`config.mk`:
```
export PLATFORM = sky130hd
export DESIGN_NAME = io_port_ctrl
export DESIGN_NICKNAME = d
export VERILOG_FILES = /design/src/rtl/io_map_pkg.sv /design/src/rtl/sw_debounce.sv /design/src/rtl/io_port_ctrl.sv
export SDC_FILE = /design/constraint.sdc
export NUM_CORES = 1
export LEC_CHECK = 0
export CAP_MARGIN = 30
export CELL_PAD_IN_SITES_DETAIL_PLACEMENT = 1
export CELL_PAD_IN_SITES_GLOBAL_PLACEMENT = 2
export CORE_MARGIN = 3
export CORE_UTILIZATION = 32
export CTS_BUF_LIST = sky130_fd_sc_hd__clkbuf_8
export CTS_CLUSTER_SIZE = 8
export DETAILED_ROUTE_END_ITERATION = 10
export PLACE_DENSITY = 0.91
export SETUP_SLACK_MARGIN = 0.02
export SYNTH_ARGS = -nofsm -noshare
export SYNTH_HDL_FRONTEND = slang
export SYNTH_SLANG_ARGS = --single-unit
```
`constraint.sdc`:
```
create_clock -name clk -period 3 [get_ports clk]
set_input_delay 0.6 -clock clk [delete_from_list [all_inputs] [get_ports clk]]
set_output_delay 0.6 -clock clk [all_outputs]
set_load 0.02 [all_outputs]
```
`src/rtl/io_map_pkg.sv`:
```
// Shared address map, window decode and status layout for the board I/O
// responder. Offsets are word offsets, i.e. addr[7:2].
package io_map_pkg;

  // I/O window: addr[31:8] == 0 and addr[7] == 1, i.e. 0x80..0xFF.
  localparam logic [31:0] WIN_BASE = 32'h0000_0080;
  localparam logic [31:0] WIN_MASK = 32'hFFFF_FF80;

  // Word offsets (byte address >> 2). The three output ports are
  // deliberately consecutive so they can be decoded by index.
  localparam logic [5:0] OFS_OUT0 = 6'h20; // 0x80
  localparam logic [5:0] OFS_OUT1 = 6'h21; // 0x84
  localparam logic [5:0] OFS_OUT2 = 6'h22; // 0x88
  localparam logic [5:0] OFS_IN0  = 6'h30; // 0xC0
  localparam logic [5:0] OFS_IN1  = 6'h31; // 0xC4
  localparam logic [5:0] OFS_STAT = 6'h32; // 0xC8

  // Switch grouping: group 0 is sw[4:0] (in_port1), group 1 is sw[9:5] (in_port0).
  localparam int SW_W    = 10;
  localparam int GRP_W   = 5;
  localparam int NUM_GRP = 2;
  localparam int GRP_LO  = 0;
  localparam int GRP_HI  = 1;
  localparam int NUM_OUT = 3;

  // Bit positions of the sticky change flags inside the status word.
  localparam int STAT_CHG0 = 0; // low group (sw[4:0])
  localparam int STAT_CHG1 = 1; // high group (sw[9:5])

  typedef enum logic [2:0] {
    SEL_NONE,
    SEL_OUT0,
    SEL_OUT1,
    SEL_OUT2,
    SEL_IN0,
    SEL_IN1,
    SEL_STAT
  } reg_sel_e;

  // True when the byte address falls inside the I/O window.
  function automatic logic in_window(input logic [31:0] addr);
    return (addr & WIN_MASK) == WIN_BASE;
  endfunction

  // Map a word offset to the register it selects; unmapped offsets give SEL_NONE.
  function automatic reg_sel_e decode_ofs(input logic [5:0] ofs);
    reg_sel_e sel;
    case (ofs)
      OFS_OUT0: sel = SEL_OUT0;
      OFS_OUT1: sel = SEL_OUT1;
      OFS_OUT2: sel = SEL_OUT2;
      OFS_IN0:  sel = SEL_IN0;
      OFS_IN1:  sel = SEL_IN1;
      OFS_STAT: sel = SEL_STAT;
      default:  sel = SEL_NONE;
    endcase
    return sel;
  endfunction

endpackage

```
`src/rtl/sw_debounce.sv`:
```
// Debouncer for one already-synchronized switch group. A new value must be
// seen for DB_CYCLES consecutive clocks before it replaces the stable value;
// any return to the stable value restarts the count. 'changed' is high in
// the cycle whose closing edge commits the new value.
module sw_debounce
  #(
    parameter int DB_CYCLES = 16,
    parameter int CNT_W     = 16,
    parameter int W         = 5
  )
  (
    input  logic         clk,
    input  logic         reset,
    input  logic [W-1:0] din,
    output logic [W-1:0] stable,
    output logic         changed
  );

  localparam logic [CNT_W-1:0] CNT_LAST = CNT_W'(DB_CYCLES - 1);

  logic [CNT_W-1:0] cnt_reg;
  logic [CNT_W-1:0] cnt_next;
  logic [W-1:0]     st_reg;
  logic [W-1:0]     st_next;
  logic             differs;
  logic             expire;

  assign differs = (din != st_reg);
  assign expire  = (cnt_reg == CNT_LAST);

  // Count how long the input has disagreed with the stable value; commit on expiry.
  always_comb begin
    cnt_next = cnt_reg;
    st_next  = st_reg;
    if (!differs) begin
      cnt_next = '0;
    end else if (expire) begin
      st_next  = din;
      cnt_next = '0;
    end else begin
      cnt_next = cnt_reg + 1'b1;
    end
  end

  // Counter and stable value registers; reset discards any pending value.
  always_ff @(posedge clk or negedge reset) begin
    if (!reset) begin
      cnt_reg <= '0;
      st_reg  <= '0;
    end else begin
      cnt_reg <= cnt_next;
      st_reg  <= st_next;
    end
  end

  assign stable  = st_reg;
  assign changed = differs & expire;

endmodule

```
`src/rtl/io_port_ctrl.sv`:
```
// Memory-mapped I/O responder on the single-cycle CPU data bus: three
// writable output ports driving the 7-segment logic, two debounced switch
// groups and a sticky clear-on-read change-status word. Read data is a
// combinational function of registered state so the CPU can load it in the
// same cycle it presents the address.
module io_port_ctrl
  import io_map_pkg::*;
  #(
    parameter int DB_CYCLES = 16,
    parameter int CNT_W     = 16
  )
  (
    input  logic        clk,
    input  logic        reset,
    input  logic [31:0] addr,
    input  logic [31:0] wdata,
    input  logic        we,
    input  logic        re,
    output logic        io_hit,
    output logic [31:0] rdata,
    input  logic [9:0]  sw,
    output logic [31:0] out_port0,
    output logic [31:0] out_port1,
    output logic [31:0] out_port2
  );

  logic [SW_W-1:0]                s1_reg;
  logic [SW_W-1:0]                s2_reg;
  logic [NUM_OUT-1:0][31:0]       out_q;
  logic [NUM_GRP-1:0]             chg;
  logic [NUM_GRP-1:0]             grp_accept;
  logic [NUM_GRP-1:0][GRP_W-1:0]  grp_stable;
  logic [5:0]                     ofs;
  reg_sel_e                       sel;
  logic                           wr_en;
  logic                           stat_clr;
  logic [31:0]                    stat_word;

  // Address decode: addr[1:0] never take part, so misaligned accesses alias
  // onto the containing word.
  assign io_hit   = in_window(addr);
  assign ofs      = addr[7:2];
  assign sel      = decode_ofs(ofs);
  assign wr_en    = we & io_hit;
  assign stat_clr = re & io_hit & (sel == SEL_STAT);

  // Two-flop synchronizer for the raw switches.
  always_ff @(posedge clk or negedge reset) begin
    if (!reset) begin
      s1_reg <= '0;
      s2_reg <= '0;
    end else begin
      s1_reg <= sw;
      s2_reg <= s1_reg;
    end
  end

  // One debouncer and one sticky change flag per switch group.
  generate
    for (genvar gi = 0; gi < NUM_GRP; gi++) begin : g_grp
      logic chg_q;

      sw_debounce #(
        .DB_CYCLES (DB_CYCLES),
        .CNT_W     (CNT_W),
        .W         (GRP_W)
      ) u_db (
        .clk     (clk),
        .reset   (reset),
        .din     (s2_reg[gi*GRP_W +: GRP_W]),
        .stable  (grp_stable[gi]),
        .changed (grp_accept[gi])
      );

      // Sticky change flag: a new acceptance beats a simultaneous status read.
      always_ff @(posedge clk or negedge reset) begin
        if (!reset) begin
          chg_q <= 1'b0;
        end else if (grp_accept[gi]) begin
          chg_q <= 1'b1;
        end else if (stat_clr) begin
          chg_q <= 1'b0;
        end
      end

      assign chg[gi] = chg_q;
    end
  endgenerate

  // Output port registers, decoded by index from the consecutive OUT offsets.
  generate
    for (genvar gi = 0; gi < NUM_OUT; gi++) begin : g_out
      always_ff @(posedge clk or negedge reset) begin
        if (!reset) begin
          out_q[gi] <= '0;
        end else if (wr_en && (ofs == OFS_OUT0 + 6'(gi))) begin
          out_q[gi] <= wdata;
        end
      end
    end
  endgenerate

  assign out_port0 = out_q[0];
  assign out_port1 = out_q[1];
  assign out_port2 = out_q[2];

  // Assemble the status word from the per-group flags.
  always_comb begin
    stat_word            = '0;
    stat_word[STAT_CHG0] = chg[GRP_LO];
    stat_word[STAT_CHG1] = chg[GRP_HI];
  end

  // Same-cycle read mux; anything outside the window or unmapped reads zero.
  always_comb begin
    rdata = '0;
    if (io_hit) begin
      case (sel)
        SEL_OUT0: rdata = out_q[0];
        SEL_OUT1: rdata = out_q[1];
        SEL_OUT2: rdata = out_q[2];
        SEL_IN0:  rdata = 32'(grp_stable[GRP_HI]);
        SEL_IN1:  rdata = 32'(grp_stable[GRP_LO]);
        SEL_STAT: rdata = stat_word;
        default:  rdata = '0;
      endcase
    end
  end

endmodule

```
-- Word level (Yosys, flattened, before mapping)
Index checks and enable logic that the tools add are counted.
- output and inout port bits: 129
- input port bits: 78
- logic and storage cells: 52
- flip-flop bits (word level): 160
- $add $sub $neg: 2
- equal/unequal tests: 17
- reductions and logical operators: 7
- bitwise operators: 5
- muxes and demuxes: 10
- operators with widths (cell ; count):
    case mux 32 bit (6 select lines) ; 1
    two-way mux 16 bit ; 4
    == test 6 bit (second input constant) ; 6
    adder 16 x 1 -> 16 bit (second input constant) ; 2
    == test 16 x 4 -> 1 bit (second input constant) ; 2
    two-way mux 32 bit ; 1
    == test 25 x 1 -> 1 bit (second input constant) ; 1
    case mux 3 bit (6 select lines) ; 1
    != test 5 bit ; 2
    == test 3 bit (second input constant) ; 3
    == test 3 x 2 -> 1 bit (second input constant) ; 2
    bitwise AND 1 bit ; 5
    AND reduction 2 bit ; 2
    nonzero test 2 bit ; 2
    == test 3 x 1 -> 1 bit (second input constant) ; 1
    logical AND 1 bit ; 3
    two-way mux 1 bit ; 3

-- Logic depth before layout (Yosys ltp)
- word-level depth: 6
- mapped depth: 7

-- Hierarchy
From an unflattened synthesis, not the netlist that was laid out.
- cell total of the unflattened synthesis: 574
- area total of the unflattened synthesis: 7465.9 µm²
- modules (own cells, without submodules) (module ; area each (µm²) ; times used ; cells an instance ; sequential area each (µm²)):
    io_port_ctrl ; 5293.8 ; 1 ; 380 ; 2952.8
    sw_debounce ; 1086.0 ; 2 ; 97 ; 525.5

-- Worst setup path after synthesis
OpenSTA, ideal clock, no wires.
- path kind: input -> output
- from: input port addr[5]
- to: output port rdata[21]
- setup slack: 0.046 ns
- stages on the path: 7
- data arrival time: 2.354 ns
- path buffers: 3
- cell sequence: or3b_1 buf_2 nor4_1 clkbuf_1 clkbuf_1 a222oi_1 nor2_1
- cells in the longest elaborated chain, start to end: 5
- RTL lines (what ; line ; text):
    start, declared ; io_port_ctrl.sv:15 ; input logic [31:0] addr,
    == test 6 bit ; io_map_pkg.sv:48 ; case (ofs)
    case mux 3 bit (6 select lines) * ; io_map_pkg.sv:48 ;
    == test 3 bit, or another cell as far along ; io_port_ctrl.sv:118 ; case (sel)
    case mux 32 bit (6 select lines) * ; io_port_ctrl.sv:118 ;
    two-way mux 32 bit * ; io_port_ctrl.sv:117 ; if (io_hit) begin
    end, declared ; io_port_ctrl.sv:20 ; output logic [31:0] rdata,
Every way passes the cells marked *; elsewhere a longest branch is shown, timed or not.

-- Worst setup path after layout
- from: input port addr[20]
- to: output port rdata[7]
- cells in the longest elaborated chain, start to end: 2
- RTL lines (what ; line ; text):
    == test 25 x 1 -> 1 bit ; io_map_pkg.sv:42 ; return (addr & WIN_MASK) == WIN_BASE;
    two-way mux 32 bit ; io_port_ctrl.sv:117 ;
No other way between the ends.

==> flow_summary.toml <==
[run_status]
result_of_the_run = "finished clean"

[power]
power.ir.vdd_worst_mv = 0.293
p_per_area_nw_per_um2 = 453
power_leakage_nw = 4.62

[synth]
postSynth.asyncResetShare = 1.00
syn_area_um2 = 7010
yosysSeqAreaShare = 0.571
synthDistinctLibCells = 38
post_synth_main_area_contributors = "sky130_fd_sc_hd__dfrtp_1 (57%), sky130_fd_sc_hd__mux2_2 (17%), sky130_fd_sc_hd__a222oi_1 (4.3%)"
ys.flop_type = "sky130_fd_sc_hd__dfrtp_1"
netlist_instances = 548
synth_top_area_frac = 0.571
syn_area_per_cell_um2 = 12.8
synth_largest_area_cell = "sky130_fd_sc_hd__dfrtp_1"
number_of_warnings_issued_by_yosys = 0
synth_enable_flop_cells = 0
synth.ff_latch_count = 160
syn_nets = 628

[place]
post_dp_cell_area_um2 = 9630
place_hpwl_um = 15600
detailedPlace.worstSlack_ns = -0.630
gp_congestion = 0.759
buffer_ports.inserted = 204

[critical_path]
crit-reg2reg-launch = "g_grp[0].u_db.cnt_reg[0]"
end_kind = "output pin"
timing.critical_path.slowest_stage_cell = "sky130_fd_sc_hd__a2111o_2"
arrival_ns = 2.34
timing_worst_setup_path_type = "input pin to output pin"
regToRegEndpoint = "g_grp[0].u_db.stable[0]"
worst_setup_path_start_kind = "input pin"
reg2reg_slack_ns = 1.11
crit_path_max_fanout = 8
timing.reg2reg.worst_path_depth = 5
worst_ep_required_time_ns = 2.40
critical_path.cell_chain = "clkdlybuf4s15_1 -> nor4_1 -> nand4_1 -> a2111o_2 -> buf_12 -> buf_16 -> nor2_4 -> buf_6"
cpPeakStageDelay_ns = 0.54

[flow_run]
cap_viol_max_count = 0

[grt]
number_of_global_route_vias_before_repair = 6313
grt_util_all_layers = 0.205
maximum_number_of_pins_on_one_net_before_global_route_repair = 76
grt_first_pass_wirelength_um = 37600
number_of_antenna_violations_at_the_first_check_in_global_routing = 0
leftover_overflow_at_the_end_of_global_routing = 0

[floorplan]
die_w_um = 154
fp.dieArea_um2 = 23700
core-area_um2 = 21300
die_height_um = 154
starting_density_of_the_core = 0.329
top_level_pins = 207
core.rowCount = 53

[cells_and_area]
final_common_cell = "sky130_fd_sc_hd__dfrtp_1"
nNetsFinal = 882
final-seq-area_um2 = 4000
multiInputGateArea_um2 = 3000
fillerInstances = 2186
fraction_of_final_layout_cells_with_drive_strength_greater_than_1 = 0.333
antenna_cells = 0
cell_area_after_layout_um2 = 10500
finish.utilization = 0.493
layout.cells.most_common_list = "sky130_fd_sc_hd__dfrtp_1 (160), sky130_fd_sc_hd__clkdlybuf4s50_1 (142), sky130_fd_sc_hd__mux2_2 (107)"
area_growth_syn_to_layout_pct = 49.8

[sta]
post-route-min-period_ns = 2.94
worstMarginPinSlew_ns = 0.706
drv_slew = 0
worst_hold_slack_ns = 0.138
hold_viol = 0
final_setup_violating_endpoints = 0
setup-tns-final_ns = 0
final.period_utilization = 0.981
fin_worst_skew_ns = 0.0117
max_clock_freq_mhz = 340
layout_setup_ws_ns = 0.0562
slew_headroom = 0.529

[cts]
cts_made_buffers = 17
tritoncts = "done"
cts.path.max_buffers = 2
clk_latency_ns = 0.46
root_buffer = "sky130_fd_sc_hd__clkbuf_8"
numClockSinks = 160
clock_tree.htree_level_count = 4
cts.reportedPaths.clkPinSlew_ns = 0.10

[routing]
drcViolationCount = 0
routedWlPerCell_um = 22.3
drt_pass1_iterations = 5
finalWirelength_um = 24300
drtIter0Drc = 306
detailroute.via_count = 5592
antenna_violating_nets_post_route = 0
number_of_vias_per_cell_after_detailed_routing = 5.13

[worst_hold_path]
worst_hold_path_type = "input pin to asynchronous set/reset pin"
-- timing repair --
action,in CTS,in global routing
pin swaps,31,23
resized for setup,240,37
buffers inserted,7,8
setup endpoints to repair,33,33
hold buffers,0,0
gates cloned,8,1
-- synth_stat cells (3+ instances only) --
library cell / instances
sky130_fd_sc_hd__dfrtp_1: 160
sky130_fd_sc_hd__mux2_2: 107
sky130_fd_sc_hd__nor2_1: 73
sky130_fd_sc_hd__xnor2_1: 34
sky130_fd_sc_hd__a222oi_1: 30
sky130_fd_sc_hd__nor4_1: 18
sky130_fd_sc_hd__clkbuf_1: 17
sky130_fd_sc_hd__nand3_1: 16
sky130_fd_sc_hd__inv_1: 13
sky130_fd_sc_hd__nor3_1: 10
sky130_fd_sc_hd__nand2_1: 9
sky130_fd_sc_hd__nand4_1: 9
sky130_fd_sc_hd__buf_4: 6
sky130_fd_sc_hd__a21oi_1: 4
sky130_fd_sc_hd__mux2_1: 4
sky130_fd_sc_hd__xor2_1: 4
sky130_fd_sc_hd__buf_6: 3
sky130_fd_sc_hd__nor4b_4: 3
-- power breakdown --
group | total [mW] | internal, mW | switching [mW]
registers | 2.50 | 2.32 | 0.182
clock network | 1.56 | 0.616 | 0.943
logic | 0.695 | 0.365 | 0.331
-- how the worst max path moves through the flow --
stage / from / endpoint / slack, ns / cells after the start
6_report: addr[20] / rdata[7] / 0.06 / 8
3_5_place_dp: addr[7] / rdata[14] / -0.63 / 8
5_1_grt: addr[20] / rdata[7] / -0.03 / 8
2_1_floorplan: addr[5] / rdata[21] / 0.05 / 7
4_1_cts: addr[3] / rdata[18] / 0.004 / 8
3_3_place_gp: addr[7] / rdata[0] / -0.63 / 8
-- layer usage --
layer  share of wire  up-vias  GRT usage
met5               0        -          0
met1            0.41     2874      0.246
met3           0.074       33     0.0709
li1                -     2510          -
met2            0.49      175      0.339
met4           0.026        0     0.0770
-- area by class of cell --
cell class	instances	area share
Clock buffer	17	0.0223
Clock inverter	15	0.0136
Inverter	13	0.00465
Multi-Input combinational cell	348	0.286
Sequential cell	160	0.381
Tap cell	275	0.0328
Timing Repair Buffer	262	0.260
-- metrics by stage --
step	power, mW	cells
4_1_cts	4.80	1081
5_1_grt	5.01	1090
3_5_place_dp	3.23	1034
6_report	4.76	1090
2_1_floorplan	2.90	548
3_3_place_gp	3.18	1032
-- kinds of logic (layout without fill, tap and decap cells) --
kind of cell	Yosys count	after routing	synth area share
XOR/XNOR	38	38	0.0475
flip-flops	160	160	0.571
AO/OA/AOI/OAI	46	46	0.0596
adder cells (fa/ha/maj)	2	2	0.00357
multiplexers	112	112	0.180
AND/OR/NAND/NOR	150	150	0.111
buffers and inverters	40	307	0.0280
-- critical path, delay by kind of cell --
kind                   cells  cell delay (ns)
and+or+nand+nor            3             0.58
AOI/OAI and AO/OA          1             0.54
buffers and inverters      4             0.61
(Power assumes the default switching activity.)
